$ cat config.mk
export PLATFORM = sky130hd
export DESIGN_NAME = harmonic_sum_sequencer
export DESIGN_NICKNAME = d
export VERILOG_FILES = /design/src/rtl/harmonic_sum_sequencer.sv
export SDC_FILE = /design/constraint.sdc
export NUM_CORES = 1
export LEC_CHECK = 0
export ABC_CLOCK_PERIOD_IN_PS = 9350
export BUFFER_PORTS_ARGS = -buffer_cell sky130_fd_sc_hd__buf_2
export CAP_MARGIN = 40
export CORE_MARGIN = 3
export CORE_UTILIZATION = 65
export CTS_BUF_LIST = sky130_fd_sc_hd__clkbuf_4 sky130_fd_sc_hd__clkbuf_8 sky130_fd_sc_hd__clkbuf_16
export DETAILED_ROUTE_END_ITERATION = 6
export GPL_TIMING_DRIVEN = 1
export PLACE_DENSITY = 0.84
export SYNTH_ARGS = -nofsm -noshare
export SYNTH_HDL_FRONTEND = slang
export SYNTH_SLANG_ARGS = --single-unit
$ cat constraint.sdc
create_clock -name i_Clock -period 9.35 [get_ports i_Clock]
set_clock_uncertainty 0.15 [all_clocks]
set_input_delay 1.4025 -clock i_Clock [delete_from_list [all_inputs] [get_ports i_Clock]]
set_output_delay 1.4025 -clock i_Clock [all_outputs]
set_load 0.03 [all_outputs]
$ cat src/rtl/harmonic_sum_sequencer.sv
// Harmonic sum sequencer: per sample tick, walks harmonics 0..N-1, scales each by the attenuation multiplier, accumulates, emits a saturated sample.
// Latency: 5N-1 cycles tick-to-valid (N>=1), 2 cycles for N=0, 5k+2 on early termination after k multiplier steps.
// Backpressure: waits on i_Mult_Ready after each step (no timeout); ticks arriving while busy are dropped and flagged on o_Overrun.
//
// Ports:
//   i_Clock, i_Reset              clock, async active-high reset
//   i_Sample_Tick                 start a new output sample (1-cycle pulse)
//   i_Harmonic_Count              harmonics to sum (clamped to 2^HARM_BIT)
//   o_Restart / o_Start           multiplier reload / step pulses
//   i_Mult, i_Mult_Ready          current attenuation multiple and its valid flag
//   o_Harmonic, i_Harmonic_Sample lookup address and its registered data
//   o_Sum, o_Sum_Valid            output sample and update pulse
//   o_Busy, o_Overrun             sequence in progress, dropped-tick pulse
module harmonic_sum_sequencer #(
  parameter int DIV_BIT    = 11,
  parameter int SAMPLE_BIT = 16,
  parameter int HARM_BIT   = 6
) (
  input  logic                  i_Clock,
  input  logic                  i_Reset,
  input  logic                  i_Sample_Tick,
  input  logic [HARM_BIT:0]     i_Harmonic_Count,
  output logic                  o_Restart,
  output logic                  o_Start,
  input  logic [DIV_BIT-1:0]    i_Mult,
  input  logic                  i_Mult_Ready,
  output logic [HARM_BIT-1:0]   o_Harmonic,
  input  logic [SAMPLE_BIT-1:0] i_Harmonic_Sample,
  output logic [SAMPLE_BIT-1:0] o_Sum,
  output logic                  o_Sum_Valid,
  output logic                  o_Busy,
  output logic                  o_Overrun
);

  localparam int CNT_W  = HARM_BIT + 1;
  localparam int PROD_W = SAMPLE_BIT + DIV_BIT + 1;
  localparam int ACC_W  = SAMPLE_BIT + DIV_BIT + HARM_BIT + 1;

  localparam logic [CNT_W-1:0]        MAX_HARM = CNT_W'(1 << HARM_BIT);
  localparam logic signed [ACC_W-1:0] SAT_MAX  = ACC_W'((1 << (SAMPLE_BIT - 1)) - 1);
  localparam logic signed [ACC_W-1:0] SAT_MIN  = ~SAT_MAX;

  typedef enum logic [2:0] {
    S_IDLE, S_RESTART, S_FETCH, S_ACCUM, S_STEP, S_WAIT, S_DONE
  } state_t;

  state_t state, next_state;

  logic [CNT_W-1:0]        count_q;
  logic [HARM_BIT-1:0]     harm_q;
  logic signed [ACC_W-1:0] acc_q;
  logic [SAMPLE_BIT-1:0]   sum_q;
  logic                    wait_first_q;

  logic [CNT_W-1:0]        count_clamped;
  logic                    last_harm;
  logic signed [PROD_W-1:0] prod;
  logic signed [ACC_W-1:0] prod_ext;
  logic signed [ACC_W-1:0] shifted;
  logic [SAMPLE_BIT-1:0]   sat_sum;

  assign count_clamped = (i_Harmonic_Count > MAX_HARM) ? MAX_HARM : i_Harmonic_Count;
  assign last_harm     = ({1'b0, harm_q} == (count_q - CNT_W'(1)));

  // Multiplier value is unsigned, so a zero sign bit is prepended before the signed multiply.
  assign prod     = $signed(i_Harmonic_Sample) * $signed({1'b0, i_Mult});
  assign prod_ext = {{(ACC_W - PROD_W){prod[PROD_W-1]}}, prod};
  assign shifted  = acc_q >>> DIV_BIT;

  always_comb begin
    sat_sum = shifted[SAMPLE_BIT-1:0];
    if (shifted > SAT_MAX)
      sat_sum = SAT_MAX[SAMPLE_BIT-1:0];
    else if (shifted < SAT_MIN)
      sat_sum = SAT_MIN[SAMPLE_BIT-1:0];
  end

  always_ff @(posedge i_Clock or posedge i_Reset) begin
    if (i_Reset)
      state <= S_IDLE;
    else
      state <= next_state;
  end

  always_comb begin
    next_state  = state;
    o_Restart   = 1'b0;
    o_Start     = 1'b0;
    o_Sum_Valid = 1'b0;
    o_Busy      = (state != S_IDLE);
    o_Overrun   = i_Sample_Tick && (state != S_IDLE);
    // Present the fresh sum during the valid cycle; hold the register otherwise.
    o_Sum       = sum_q;
    case (state)
      S_IDLE:    if (i_Sample_Tick) next_state = S_RESTART;
      S_RESTART: begin
        o_Restart  = 1'b1;
        next_state = (count_q == '0) ? S_DONE : S_FETCH;
      end
      S_FETCH:   next_state = S_ACCUM;
      S_ACCUM:   next_state = last_harm ? S_DONE : S_STEP;
      S_STEP: begin
        o_Start    = 1'b1;
        next_state = S_WAIT;
      end
      S_WAIT: begin
        // The responder only drops ready one cycle after start, so the first WAIT cycle is blind.
        if (!wait_first_q && i_Mult_Ready)
          next_state = (i_Mult == '0) ? S_DONE : S_FETCH;
      end
      S_DONE: begin
        o_Sum_Valid = 1'b1;
        o_Sum       = sat_sum;
        next_state  = S_IDLE;
      end
      default:   next_state = S_IDLE;
    endcase
  end

  always_ff @(posedge i_Clock or posedge i_Reset) begin
    if (i_Reset) begin
      count_q      <= '0;
      harm_q       <= '0;
      acc_q        <= '0;
      sum_q        <= '0;
      wait_first_q <= 1'b0;
    end else begin
      case (state)
        S_IDLE: begin
          harm_q <= '0;
          if (i_Sample_Tick) begin
            count_q <= count_clamped;
            acc_q   <= '0;
          end
        end
        S_ACCUM: acc_q <= acc_q + prod_ext;
        S_STEP: begin
          harm_q       <= harm_q + 1'b1;
          wait_first_q <= 1'b1;
        end
        S_WAIT:  wait_first_q <= 1'b0;
        S_DONE:  sum_q <= sat_sum;
        default: ;
      endcase
    end
  end

  assign o_Harmonic = harm_q;

endmodule

Word-level counts from Yosys, hierarchy flattened
Cells that the tools add are included.

word-level totals
  logic and storage cells = 52
  register bits after elaboration = 67
  bits of input ports = 38

operators by class
  equal/unequal tests = 9
  $lt $le $gt $ge = 3
  $mul = 1
  reduce and logical (&&, ||, !) cells = 13
  mux-type cells = 17
  add/sub/neg operators = 3

operators with widths
  operator                                                          count
  one-hot mux 34 bit (2 select lines)                               1
  2-to-1 mux 16 bit                                                 3
  adder 34 x 28 -> 34 bit                                           1
  2-to-1 mux 34 bit                                                 1
  multiplier 16 x 12 -> 28 bit                                      1
  greater-than comparator 23 x 16 -> 1 bit (second input constant)  1
  less-than comparator 23 x 16 -> 1 bit (second input constant)     1
  one-hot mux 3 bit (6 select lines)                                1
  2-to-1 mux 3 bit                                                  4
  one-hot mux 6 bit (2 select lines)                                1
  logical NOT 11 bit                                                1
  == test 3 bit (second input constant)                             3
  == test 6 x 7 -> 1 bit                                            1
  greater-than comparator 7 bit (second input constant)             1
  logical NOT 7 bit                                                 1
  2-to-1 mux 7 bit                                                  1
  subtractor 7 x 1 -> 7 bit (second input constant)                 1
  adder 6 x 1 -> 6 bit (second input constant)                      1
  == test 3 x 2 -> 1 bit (second input constant)                    2
  AND reduction 2 bit                                               3
  nonzero test 2 bit                                                3
  != test 2 bit (second input constant)                             2
  == test 3 x 1 -> 1 bit (second input constant)                    1
  logical NOT 3 bit                                                 1
  other kinds (6)                                                   9

Depth between registers and ports, before layout
  word-level depth = 4
  depth in mapped cells = 22

Worst setup path before layout
Ideal clock, no wire load.

  path kind = input to register
  start = input port i_Harmonic_Sample[15]
  end = register acc_q[31]
  arrival time = 6769 ps
  stages on the path = 20
  required time = 9105 ps
  setup slack = 2336 ps
  setup time = 95 ps
  path through = clkbuf_1 and2_1 inv_1 fa_1 inv_1 fa_1 fa_1 fa_1 inv_1 fa_1 inv_1 ha_1 buf_4 and3_4 nand3_4 or4_1 o211ai_2 o21bai_1 and3_1 o31ai_1

between the ends
  cells in the longest elaborated chain, start to end = 3

ends and longest elaborated chain
  item                                 RTL line  text
  from (decl)                          28        input logic [SAMPLE_BIT-1:0] i_Harmonic_Sample,
  multiplier 16 x 12 -> 28 bit         66        assign prod = $signed(i_Harmonic_Sample) * $signed({1'b0, i_Mult});
  adder 34 x 28 -> 34 bit              136       S_ACCUM: acc_q <= acc_q + prod_ext;
  one-hot mux 34 bit (2 select lines)  128       case (state)
  to (signal assigned)                 136
  to (decl)                            51        logic signed [ACC_W-1:0] acc_q;

No other way between the ends.
A chain may end at the register's enable or synchronous reset.

Worst setup path in the final report
  start = input port i_Mult[1]
  end = register acc_q[25]

between the ends
  cells in the longest elaborated chain, start to end = 3

ends and longest elaborated chain
  item                                 RTL line  text
  from (decl)                          25        input logic [DIV_BIT-1:0] i_Mult,
  multiplier 16 x 12 -> 28 bit         66
  adder 34 x 28 -> 34 bit              136
  one-hot mux 34 bit (2 select lines)  128

No other way between the ends.

==> flow_summary_export.csv <==
group,metric,value,unit
sta,slew_viol_final,0,
placement,portBuffers,64,
cts,post-cts-setup-buffers,0,
detailed_routing,drt-total-wl,26400,um
detailed_routing,first_iter_violations,638,
detailed_routing,first_pass_iters,5,
floorplan,io_pins,65,
synthesis,yosysWarnings,0,
setup_path,crit_type,"input pin to flip-flop",
grt,grt_overflow,0,
grt,grt_max_degree,66,
synthesis,synth_cell_types,70,
cts,cts_tree,"done",
cts,cts_resized,0,
detailed_routing,ant_nets,0,
floorplan,die_y,140,um
floorplan,start_util,0.672,
worst_hold_path,hold_path.class,"flip-flop to flip-flop",
synthesis,synth-async-reset-ratio,1.00,
setup_path,crit_required,9430,ps
grt,grt_first_pass_wirelength,46400,um
floorplan,coreArea,17500,um2
grt,antenna_found_initial,0,
finish,drive_above_1_share,0.0780,
finish,nNetsFinal,1696,
detailed_routing,viasPerCell,5.64,
synthesis,ys_seq_elements,67,
detailed_routing,wl_per_cell,16.6,um
sta,setup-tns-final,0,ps
sta,setup_slack,2140,ps
synthesis,syn_area,11700,um2
grt,track_usage,0.291,
cts,clk_latency,340,ps
cts,clkSlewWorstSetupHoldPaths,50,ps
setup_path,cp_max_fo,17,
setup_path,end_kind,"flip-flop",
sta,min_period,7210,ps
sta,max_slew_margin,0.418,
cts,cts_root_buffer,"clkbuf_16",
synthesis,synth_edf_count,0,
synthesis,synthCells,1341,
placement,hpwlAfterDp,21600,um
finish,syn_to_final_growth,6.42,%
floorplan,num_rows,48,
cts,numCtsBuffers,9,
synthesis,synth-main-ff-cell,"dfrtp_1",
placement,place_ws,1820,ps
finish,antennaDiodeCount,0,
detailed_routing,vias,8995,
placement,gp_congestion,0.947,
status,status,"finished, final reports clean",
sta,timing.final.crit_share,0.771,
finish,nFillCells,1276,
synthesis,syn_avg_cell_area,8.76,um2
sta,max_clock_freq,0.139,GHz
sta,setup_viol,0,
grt,grt_pass1_vias,9416,
sta,worstMarginPinSlew,872,ps
setup_path,critPathLaunchType,"input pin",
detailed_routing,route.detailed.drc,0,
floorplan,dieArea,19700,um2
flow_run,maxCapViolCount,0,
cts,holdBufCountCts,0,
cts,clock_path_buffers,2,
synthesis,yosysSeqAreaShare,0.143,
cts,cts.htree.levels,3,
sta,rsz0062_at_grt,"no",
sta,hold_viol,0,
floorplan,die-width,140,um
synthesis,synth_nets,1669,
cts,cts_sinks,67,
setup_path,worstPathArrival,7290,ps
==> metal layers <==
layer / part of all wire / up-vias / track usage / wire (um)
met4: 0.020 / 0 / 0.0734 / 518
li1: - / 4129 / - / -
met1: 0.44 / 4468 / 0.424 / 11600
met5: 0 / - / 0 / 0
met3: 0.075 / 50 / 0.0553 / 1980
met2: 0.47 / 348 / 0.457 / 12400
==> cells in the mapped netlist, types with 6 or more instances <==
cell,n,area [um2]
nand2_1,170,638
ha_1,78,976
nand3_1,29,145
clkbuf_1,49,184
and2_1,98,613
o21ai_0,61,305
a21o_1,9,67.6
o31ai_1,7,52.6
dfrtp_1,67,1680
nor2_1,32,120
fa_1,212,4240
a21oi_1,36,180
xnor2_1,19,166
nand2b_1,8,50.1
nand4_1,8,50.1
xor2_1,14,123
o21a_1,6,45.0
inv_1,329,1230
nor3_1,16,80.1
==> area by class of cell <==
| cell class | count | area [um2] | area share |
|---|---|---|---|
| Timing Repair Buffer | 70 | 413 | 0.0330 |
| Clock buffer | 12 | 260 | 0.0208 |
| Multi-Input combinational cell | 890 | 8620 | 0.689 |
| Inverter | 330 | 1240 | 0.0991 |
| Sequential cell | 67 | 1680 | 0.134 |
| Clock inverter | 2 | 12.5 | 0.00100 |
| Tap cell | 225 | 282 | 0.0225 |
==> sequential cells by signal, summed over array words and instances (netlist names) <==
register	cells
count_q	7
sum_q	16
o_Harmonic	6
acc_q	34
wait_first_q	1
state	3
==> final timing paths <==
kind | start | slack [ps] | end | depth (start not counted)
min | sum_q[15]$_DFF_PP0_ | 350 | sum_q[15]$_DFF_PP0_ | 2
max reg2reg | acc_q[7]$_DFFE_PP0P_ | 4270 | acc_q[25]$_DFFE_PP0P_ | 16
min reg2reg | sum_q[15]$_DFF_PP0_ | 350 | sum_q[15]$_DFF_PP0_ | 2
max | i_Mult[1] | 2140 | acc_q[25]$_DFFE_PP0P_ | 18
max in group asynchronous | i_Reset | 7690 | count_q[6]$_DFFE_PP0P_ | 4
min in group asynchronous | i_Reset | 840 | sum_q[14]$_DFF_PP0_ | 3
==> cell families after synthesis <==
kind of cell    synth area share
compound gates            0.0977
flops                      0.143
mux                      0.00352
fa+ha+maj                  0.444
xor+xnor                  0.0246
buf+inv                    0.124
simple gates               0.164
==> layout by cell type (no fill, tap or decap), types with 29 or more instances in the layout <==
| cell type | Yosys | layout |
|---|---|---|
| o21ai_0 | 61 | 61 |
| and2_1 | 98 | 98 |
| nand2_1 | 170 | 170 |
| a21oi_1 | 36 | 36 |
| nor2_1 | 32 | 32 |
| ha_1 | 78 | 78 |
| buf_2 | 1 | 64 |
| fa_1 | 212 | 212 |
| inv_1 | 329 | 328 |
| nand3_1 | 29 | 29 |
| dfrtp_1 | 67 | 67 |
==> worst max-delay path: stages <==
cell and delay [ps]:
buf_2 250, and2_1 210, inv_1 70, fa_1 440
inv_1 600, fa_1 560, fa_1 490, fa_1 490
inv_1 60, fa_1 540, inv_1 50, ha_1 420
nand2_1 80, o21ai_0 310, a21oi_1 190, o31ai_1 620
o21ai_0 200, a32o_1 290
==> stage by stage <==
step / hold WS (ps) / cell area (um2) / util / cells
3_3_place_gp: 300 / 12200 / 0.695 / 1578
5_1_grt: 368 / 12500 / 0.715 / 1596
3_5_place_dp: 331 / 12200 / 0.700 / 1582
4_1_cts: 346 / 12500 / 0.715 / 1596
6_report: 352 / 12500 / 0.715 / 1596
2_1_floorplan: 300 / 11700 / - / 1341
Power is left out: the tool's default activity adds up to more than one toggle a clock period on the data nets, which glitch-free logic cannot reach.
